--- config.mk ---
export PLATFORM = sky130hd
export DESIGN_NAME = ov7670_sccb_master
export DESIGN_NICKNAME = d
export VERILOG_FILES = /design/src/rtl/ov7670_sccb_master.sv
export SDC_FILE = /design/constraint.sdc
export NUM_CORES = 1
export LEC_CHECK = 0
export BUFFER_PORTS_ARGS = -buffer_cell sky130_fd_sc_hd__buf_2
export CAP_MARGIN = 15
export CORE_MARGIN = 8
export CORE_UTILIZATION = 25
export CTS_BUF_LIST = sky130_fd_sc_hd__clkbuf_4 sky130_fd_sc_hd__clkbuf_8
export DETAILED_ROUTE_END_ITERATION = 7
export HOLD_SLACK_MARGIN = 0.1
export PLACE_DENSITY = 0.48
export SLEW_MARGIN = 15
export SYNTH_ARGS = -nofsm -noshare
export SYNTH_HDL_FRONTEND = slang
export SYNTH_SLANG_ARGS = --single-unit
export TNS_END_PERCENT = 100
--- constraint.sdc ---
create_clock -name clk -period 6.9 [get_ports clk]
set_input_delay 0.345 -clock clk [delete_from_list [all_inputs] [get_ports clk]]
set_output_delay 0.345 -clock clk [all_outputs]
set_load 0.01 [all_outputs]
--- src/rtl/ov7670_sccb_master.sv ---
// rtl/ov7670_sccb_master.sv - SCCB 3-phase write master that drains the OV7670 register command table
module ov7670_sccb_master #(
    parameter int         QTR        = 250,
    parameter logic [7:0] DEV_ADDR   = 8'h42,
    parameter int         RESET_WAIT = 1000000,
    parameter int         SETTLE     = 3
) (
    input  logic        clk,
    input  logic        rst,
    input  logic        start,
    input  logic [15:0] command,
    input  logic        finished,
    output logic        resend,
    output logic        advance,
    output logic        sioc,
    output logic        siod_o,
    output logic        siod_oe,
    output logic        busy,
    output logic        done
);

    localparam int QW   = $clog2(QTR + 1);
    localparam int WMAX = (RESET_WAIT > SETTLE) ? RESET_WAIT : SETTLE;
    localparam int WW   = $clog2(WMAX + 1);

    typedef enum logic [3:0] {
        ST_IDLE, ST_REWIND, ST_SETTLE, ST_FETCH, ST_START,
        ST_BIT, ST_STOP, ST_HOLD, ST_STEP, ST_DONE
    } state_t;

    state_t        state, state_next;
    logic [QW-1:0] qcnt;
    logic [1:0]    phase;
    logic [4:0]    slot;
    logic [WW-1:0] wcnt;
    logic [23:0]   shreg;
    logic          rflag;
    logic          qend;
    logic          ack_slot;

    assign qend     = (qcnt == QW'(QTR - 1));
    assign ack_slot = (slot == 5'd8) || (slot == 5'd17) || (slot == 5'd26);

    always_ff @(posedge clk or posedge rst) begin
        if (rst) state <= ST_IDLE;
        else     state <= state_next;
    end

    // All timing counters restart from zero whenever the state changes.
    always_ff @(posedge clk or posedge rst) begin
        if (rst) begin
            qcnt  <= '0;
            phase <= '0;
            slot  <= '0;
            wcnt  <= '0;
            shreg <= '0;
            rflag <= 1'b0;
        end else begin
            if (state_next != state) begin
                qcnt  <= '0;
                phase <= '0;
                slot  <= '0;
                wcnt  <= '0;
            end else begin
                case (state)
                    ST_SETTLE, ST_HOLD: wcnt <= wcnt + 1'b1;
                    ST_START, ST_BIT, ST_STOP: begin
                        if (qend) begin
                            qcnt  <= '0;
                            phase <= phase + 1'b1;
                            if (state == ST_BIT && phase == 2'd3) slot <= slot + 1'b1;
                        end else begin
                            qcnt <= qcnt + 1'b1;
                        end
                    end
                    default: ;
                endcase
            end
            if (state == ST_FETCH && !finished) begin
                shreg <= {DEV_ADDR, command};
                rflag <= (command == 16'h1280);
            end else if (state == ST_BIT && qend && phase == 2'd3 && !ack_slot) begin
                shreg <= {shreg[22:0], 1'b0};
            end
        end
    end

    always_comb begin
        state_next = state;
        resend     = 1'b0;
        advance    = 1'b0;
        sioc       = 1'b1;
        siod_o     = 1'b1;
        siod_oe    = 1'b1;
        busy       = 1'b1;
        done       = 1'b0;
        case (state)
            ST_IDLE: begin
                busy = 1'b0;
                if (start) state_next = ST_REWIND;
            end
            ST_DONE: begin
                busy = 1'b0;
                done = 1'b1;
                if (start) state_next = ST_REWIND;
            end
            ST_REWIND: begin
                resend     = 1'b1;
                state_next = ST_SETTLE;
            end
            ST_SETTLE: if (wcnt == WW'(SETTLE - 1)) state_next = ST_FETCH;
            ST_FETCH:  state_next = finished ? ST_DONE : ST_START;
            ST_START: begin
                siod_o = (phase == 2'd0);
                sioc   = (phase != 2'd2);
                if (qend && phase == 2'd2) state_next = ST_BIT;
            end
            ST_BIT: begin
                // Ninth slot of each byte releases SIOD; the camera's ACK is ignored.
                sioc = (phase == 2'd1) || (phase == 2'd2);
                if (ack_slot) siod_oe = 1'b0;
                else          siod_o  = shreg[23];
                if (qend && phase == 2'd3 && slot == 5'd26) state_next = ST_STOP;
            end
            ST_STOP: begin
                sioc   = (phase != 2'd0);
                siod_o = (phase == 2'd2);
                if (qend && phase == 2'd2)
                    state_next = (rflag && RESET_WAIT > 0) ? ST_HOLD : ST_STEP;
            end
            ST_HOLD: if (wcnt == WW'(RESET_WAIT - 1)) state_next = ST_STEP;
            ST_STEP: begin
                advance    = 1'b1;
                state_next = ST_SETTLE;
            end
            default: state_next = ST_IDLE;
        endcase
    end

endmodule

# Yosys cells after proc, flatten, opt, wreduce, memory -nomap -nowiden
# Index checks and enable logic that the tools add are counted.
[word_totals]
reg_bits = 64
[op_classes]
addsub = 4
eq_ne = 21
mux = 32
reduce_logical = 27
[ops]
columns = ["op", "n"]
rows = [
  ["$mux 24", 2],
  ["$mux 20", 2],
  ["$mux 4", 8],
  ["$pmux 4 s8", 1],
  ["$mux 8", 3],
  ["$add 20x1->20 const B", 1],
  ["$eq 20x2->1 const B", 1],
  ["$eq 20x20->1 const B", 1],
  ["$mux 5", 4],
  ["$eq 16x13->1 const B", 1],
  ["$eq 4x3->1 const B", 4],
  ["$reduce_bool 2->1", 6],
  ["$eq 5x5->1 const B", 2],
  ["$add 8x1->8 const B", 1],
  ["$eq 4x2->1 const B", 2],
  ["$eq 4x4->1 const B", 2],
  ["$eq 8x8->1 const B", 1],
  ["$logic_and 1x1->1", 8],
  ["$mux 1", 7],
  ["$mux 2", 3],
  ["$pmux 1 s3", 2],
  ["$reduce_or 2->1", 3],
  ["$add 5x1->5 const B", 1],
  ["$eq 5x4->1 const B", 1],
  ["other kinds (13)", 17],
]

# Longest topological paths before layout
[depth]
word_depth = 8
depth_mapped = 10
depth_no_buf = 8

# Worst setup path before layout
# OpenSTA, ideal clock, no wires.
[synth_path]
path_kind = "register to register"
from = "reg qcnt[0]"
to = "reg phase[1]"
setup_ps = 142
t_arrival_ps = 2286
slack_ps = 4472
path_stages_with_launch = 10
n_path_buf = 2
path_cell_list = "dfrtp_1 > ha_1 > and4b_1 > clkbuf_1 > nand2_1 > o32ai_1 > or4_4 > xor2_4 > buf_6 > nor3_2"
[synth_between]
elab_chain_len = 8
elab_cells_between_ends = 13
cone_classes = "2 x eq/ne; 5 x mux; 6 x reduce/logical"
[synth_rtl]
columns = ["element", "line_no", "source"]
rows = [
  ["from (decl)", "32", "logic [QW-1:0] qcnt;"],
  ["from (signal assigned)", "73", "qcnt <= qcnt + 1'b1;"],
  ["$eq 8x8->1 *", "41", "assign qend = (qcnt == QW'(QTR - 1));"],
  ["$logic_and 1x1->1 (2 in a row)", "123", "if (qend && phase == 2'd3 && slot == 5'd26) state_next = ST_STOP;"],
  ["$mux 4", "123", ""],
  ["$pmux 4 s8 *", "97", "case (state)"],
  ["net state_next[0]", "31", "state_t state, state_next;"],
  ["$ne 4x4->1 *", "59", "if (state_next != state) begin"],
  ["$reduce_bool 2->1 (no source line)", "--", ""],
  ["$reduce_and 2->1 (no source line)", "--", ""],
  ["to (signal assigned)", "70", "phase <= phase + 1'b1;"],
  ["to (decl)", "33", "logic [1:0] phase;"],
]
# The timed path passes the listed nets; every way through them passes the cells marked *.
# A chain may end at the register's enable or synchronous reset.

# Worst setup path after layout
[layout_path]
from = "reg state[0]"
to = "reg shreg[9]"
[layout_between]
elab_chain_len = 5
elab_cells_between_ends = 8
cone_classes = "2 x eq/ne; 1 x mux; 5 x reduce/logical"
[layout_rtl]
columns = ["element", "line_no", "source"]
rows = [
  ["from (decl)", "31", ""],
  ["from (signal assigned)", "46", "else state <= state_next;"],
  ["$eq 4x3->1", "82", "end else if (state == ST_BIT && qend && phase == 2'd3 && !ack_slot) begin"],
  ["$logic_and 1x1->1 (3 in a row)", "82", ""],
  ["$reduce_bool 2->1 (no source line)", "--", ""],
  ["to (signal assigned)", "80", "shreg <= {DEV_ADDR, command};"],
  ["to (signal assigned)", "83", "shreg <= {shreg[22:0], 1'b0};"],
  ["to (decl)", "36", "logic [23:0] shreg;"],
]
# Several ways; a longest one is shown, not always the timed one.

==> impl_metrics.tcl <==
set metrics [dict create \
    post-route-period-util_pct 45.82 \
    path_delay_family "simple AND/OR/NAND/NOR gates" \
    antenna_found_initial 0 \
    yosysWarnings 0 \
    grt_pass1_vias 2947 \
    timing.fmax_mhz 316.3 \
    regArea_um2 1602 \
    final_cell_mix "64 x dfrtp_1, 56 x nand2_1, 30 x nor3_2" \
    fin_util_pct 28.53 \
    synth_area_leaders "dfrtp_1 42%, nor3_2 7.9%, nand2_1 5.6%" \
    fin_cells 609 \
    htree_levels 3 \
    drtAntennaViolNets 0 \
    p_int_mw 0.7779 \
    yosys.area_share.xor_xnor_pct 6.757 \
    crit_required_ps 7120 \
    initial_core_util_pct 25.22 \
    critical_path_buf_inv_count 1 \
    core-area_um2 14980 \
    drc 0 \
    netSwitchingPower_mw 0.5425 \
    clk_pin_slew_ps 70 \
    cts_made_buffers 9 \
    vias 2936 \
    synth-simple-area-share_pct 30.11 \
    ios 27 \
    rsz0062_at_grt "no" \
    swShare_pct 41.08 \
    slew_viol_final 0 \
    stdcell_area_um2 4273 \
    nets 448 \
    placed_area_um2 4078 \
    crit_chain "nor4bb_1 > nand4_1 > a21oi_2 > buf_4 > nor2_1 > nand2_1 > nand2_1" \
    track_usage_pct 9.608 \
    rows 45 \
    syn_inst 398 \
    insertion_delay_ps 350 \
    fp.dieW_um 138.9 \
    cellLeakagePower_nw 1.845 \
    synth_cell_types 47 \
    status "finished clean" \
    hold_buffers 0 \
    max_slew_margin_pct 31.89 \
    grt_start_max_net_pins 65 \
    startpoint_type "flop" \
    synth_largest_area_cell "dfrtp_1" \
    syn_area_um2 3777 \
    drt_iter0_markers 222 \
    period_minus_slack_ps 3162 \
    fillers 1584 \
    pwr-share-comb_pct 34.6 \
    final_common_cell "dfrtp_1" \
    gp_congestion 0.8186 \
    hold_path.class "in2reg" \
    worstMarginPinSlew_ps 1018 \
    root_buffer "clkbuf_8" \
    endpoint_kind "flop" \
    dp_hpwl_mm 6.213 \
    cpMaxStageDelayCell "dfrtp_1" \
    port_buffers 26 \
    multi_input_comb_area_um2 2009 \
    whs_ps 244.2 \
    grt_pass1_wl_mm 14.97 \
    synth_top_family_by_area "simple AND/OR/NAND/NOR gates" \
    power_density_nw_per_um2 309.0 \
    syn_nets 429 \
    finalHoldViolations 0 \
    postRouteWirelength_mm 8.981 \
    cts_resized 0 \
    worstPathMaxFanout 30 \
    ys_ff_latch 64 \
    crit_type "reg2reg" \
    setup-violations-final 0 \
    pwr-share-seq_pct 40.5 \
    routedWlPerCell_um 14.75 \
    cts_tree "done" \
    synth-adder-area-share_pct 3.644 \
    cp.arrival_ps 3380 \
    synth_mux_area_share_pct 2.120 \
    tns_ps 0 \
    post_cts_buffers 0 \
    synth_compound_area_share_pct 10.30 \
    syn_area_per_cell_um2 9.491 \
    ir_worst_vdd_mv 0.1511 \
    drive_gt1_share_pct 19.95 \
    die_area_um2 19300 \
    cpMostUsedCell "nand2_1" \
    power.share.clock_pct 24.9 \
    n_antenna_cell 0 \
    critical-path-max-stage-delay_ps 850 \
    cap_violations 0 \
    drt-pass1-iter-count 4 \
    cts.path.max_buffers 2 \
    die_y_um 138.9 \
    area_delta_synth_final_pct 13.12 \
    overflow 0 \
    fin_skew_ps 16.24 \
    netlist.area_leader.share_pct 42.40 \
    synth_seq_area_share_pct 42.40 \
    clock_sinks 64 \
    place_inst 594 \
    vias_per_cell 4.821 \
]
through the flow:
stage	power, mW	worst slack [ps]
floorplan	0.9071	4472
global placement	0.9946	3745
detailed placement	1.008	3731
CTS	1.344	3714
global route	1.412	3463
finish	1.320	3738
metal layers:
metal | wire [um] | up-vias | share of wire [%] | global-route usage [%]
li1 | - | 1450 | - | -
met1 | 4305 | 1432 | 48 | 12.28
met2 | 4135 | 42 | 46 | 14.87
met3 | 383 | 12 | 4.3 | 2.651
met4 | 157 | 0 | 1.7 | 4.217
met5 | 0 | - | 0 | 0
synth_stat cells, drive strengths merged:
library cell,n
a2111oi,1
a211o,1
a21boi,1
a21o,1
a21oi,10
a22oi,16
a31o,1
a32o,1
and2,3
and3,10
and4,1
and4b,2
buf,9
clkbuf,15
dfrtp,64
ha,11
inv,15
mux2i,8
nand2,56
nand2b,5
nand3,18
nand3b,3
nand4,14
nor2,16
nor2b,2
nor3,41
nor3b,6
nor4,8
nor4b,2
nor4bb,2
o2111ai,1
o21a,1
o21ai,14
o21bai,2
o311a,1
o31a,3
o31ai,2
o32ai,1
or3,1
or4,2
xnor2,13
xor2,14
final cells by class:
| cell class | count | share of cell area [%] |
|---|---|---|
| multi-input cells | 295 | 47.03 |
| flip-flops and latches | 64 | 37.48 |
| well taps | 188 | 5.505 |
| repair buffers | 32 | 4.100 |
| clock buffers | 12 | 3.572 |
| inverters | 15 | 1.318 |
| clock inverters | 3 | 0.9956 |
kinds of logic (layout without fill, tap and decap cells):
| family | count (synthesis) | after routing |
|---|---|---|
| muxes | 8 | 8 |
| buffers and inverters | 39 | 62 |
| and+or+nand+nor | 192 | 192 |
| DFF | 64 | 64 |
| AOI/OAI and AO/OA | 57 | 57 |
| xor gates and xnor gates | 27 | 27 |
| adders and majority gates | 11 | 11 |
sequential cells by signal, indices dropped and copies added (netlist names):
signal  flops
slot        5
wcnt       20
phase       2
rflag       1
state       4
shreg      24
qcnt        8
path summary, 6_finish.rpt:
| path | to | slack [ps] | cells past startpoint | startpoint |
|---|---|---|---|---|
| max | shreg[9] | 3740 | 7 | state[0] |
| min | shreg[0] | 240 | 3 | command[0] |
| max reg2reg | shreg[9] | 3740 | 7 | state[0] |
| min reg2reg | shreg[15] | 480 | 2 | shreg[15] |
| max in group asynchronous | phase[0] | 6100 | 3 | rst |
| min in group asynchronous | shreg[3] | 250 | 3 | rst |
power by group through the flow:
stage | Clock [mW] | Sequential (mW) | Combinational [mW]
detailed placement | 0 | 0.542 | 0.466
CTS | 0.341 | 0.535 | 0.468
finish | 0.329 | 0.535 | 0.457
global route | 0.359 | 0.547 | 0.506
floorplan | 0 | 0.496 | 0.411
global placement | 0 | 0.538 | 0.457
worst reg2reg max path, cell delays in order (launching register included):
cell and delay, ps:
dfrtp_1 850, nor4bb_1 730, nand4_1 400, a21oi_2 210, buf_4 320, nor2_1 310
nand2_1 150, nand2_1 60
Note: power is estimated with default switching activity, not from simulation.
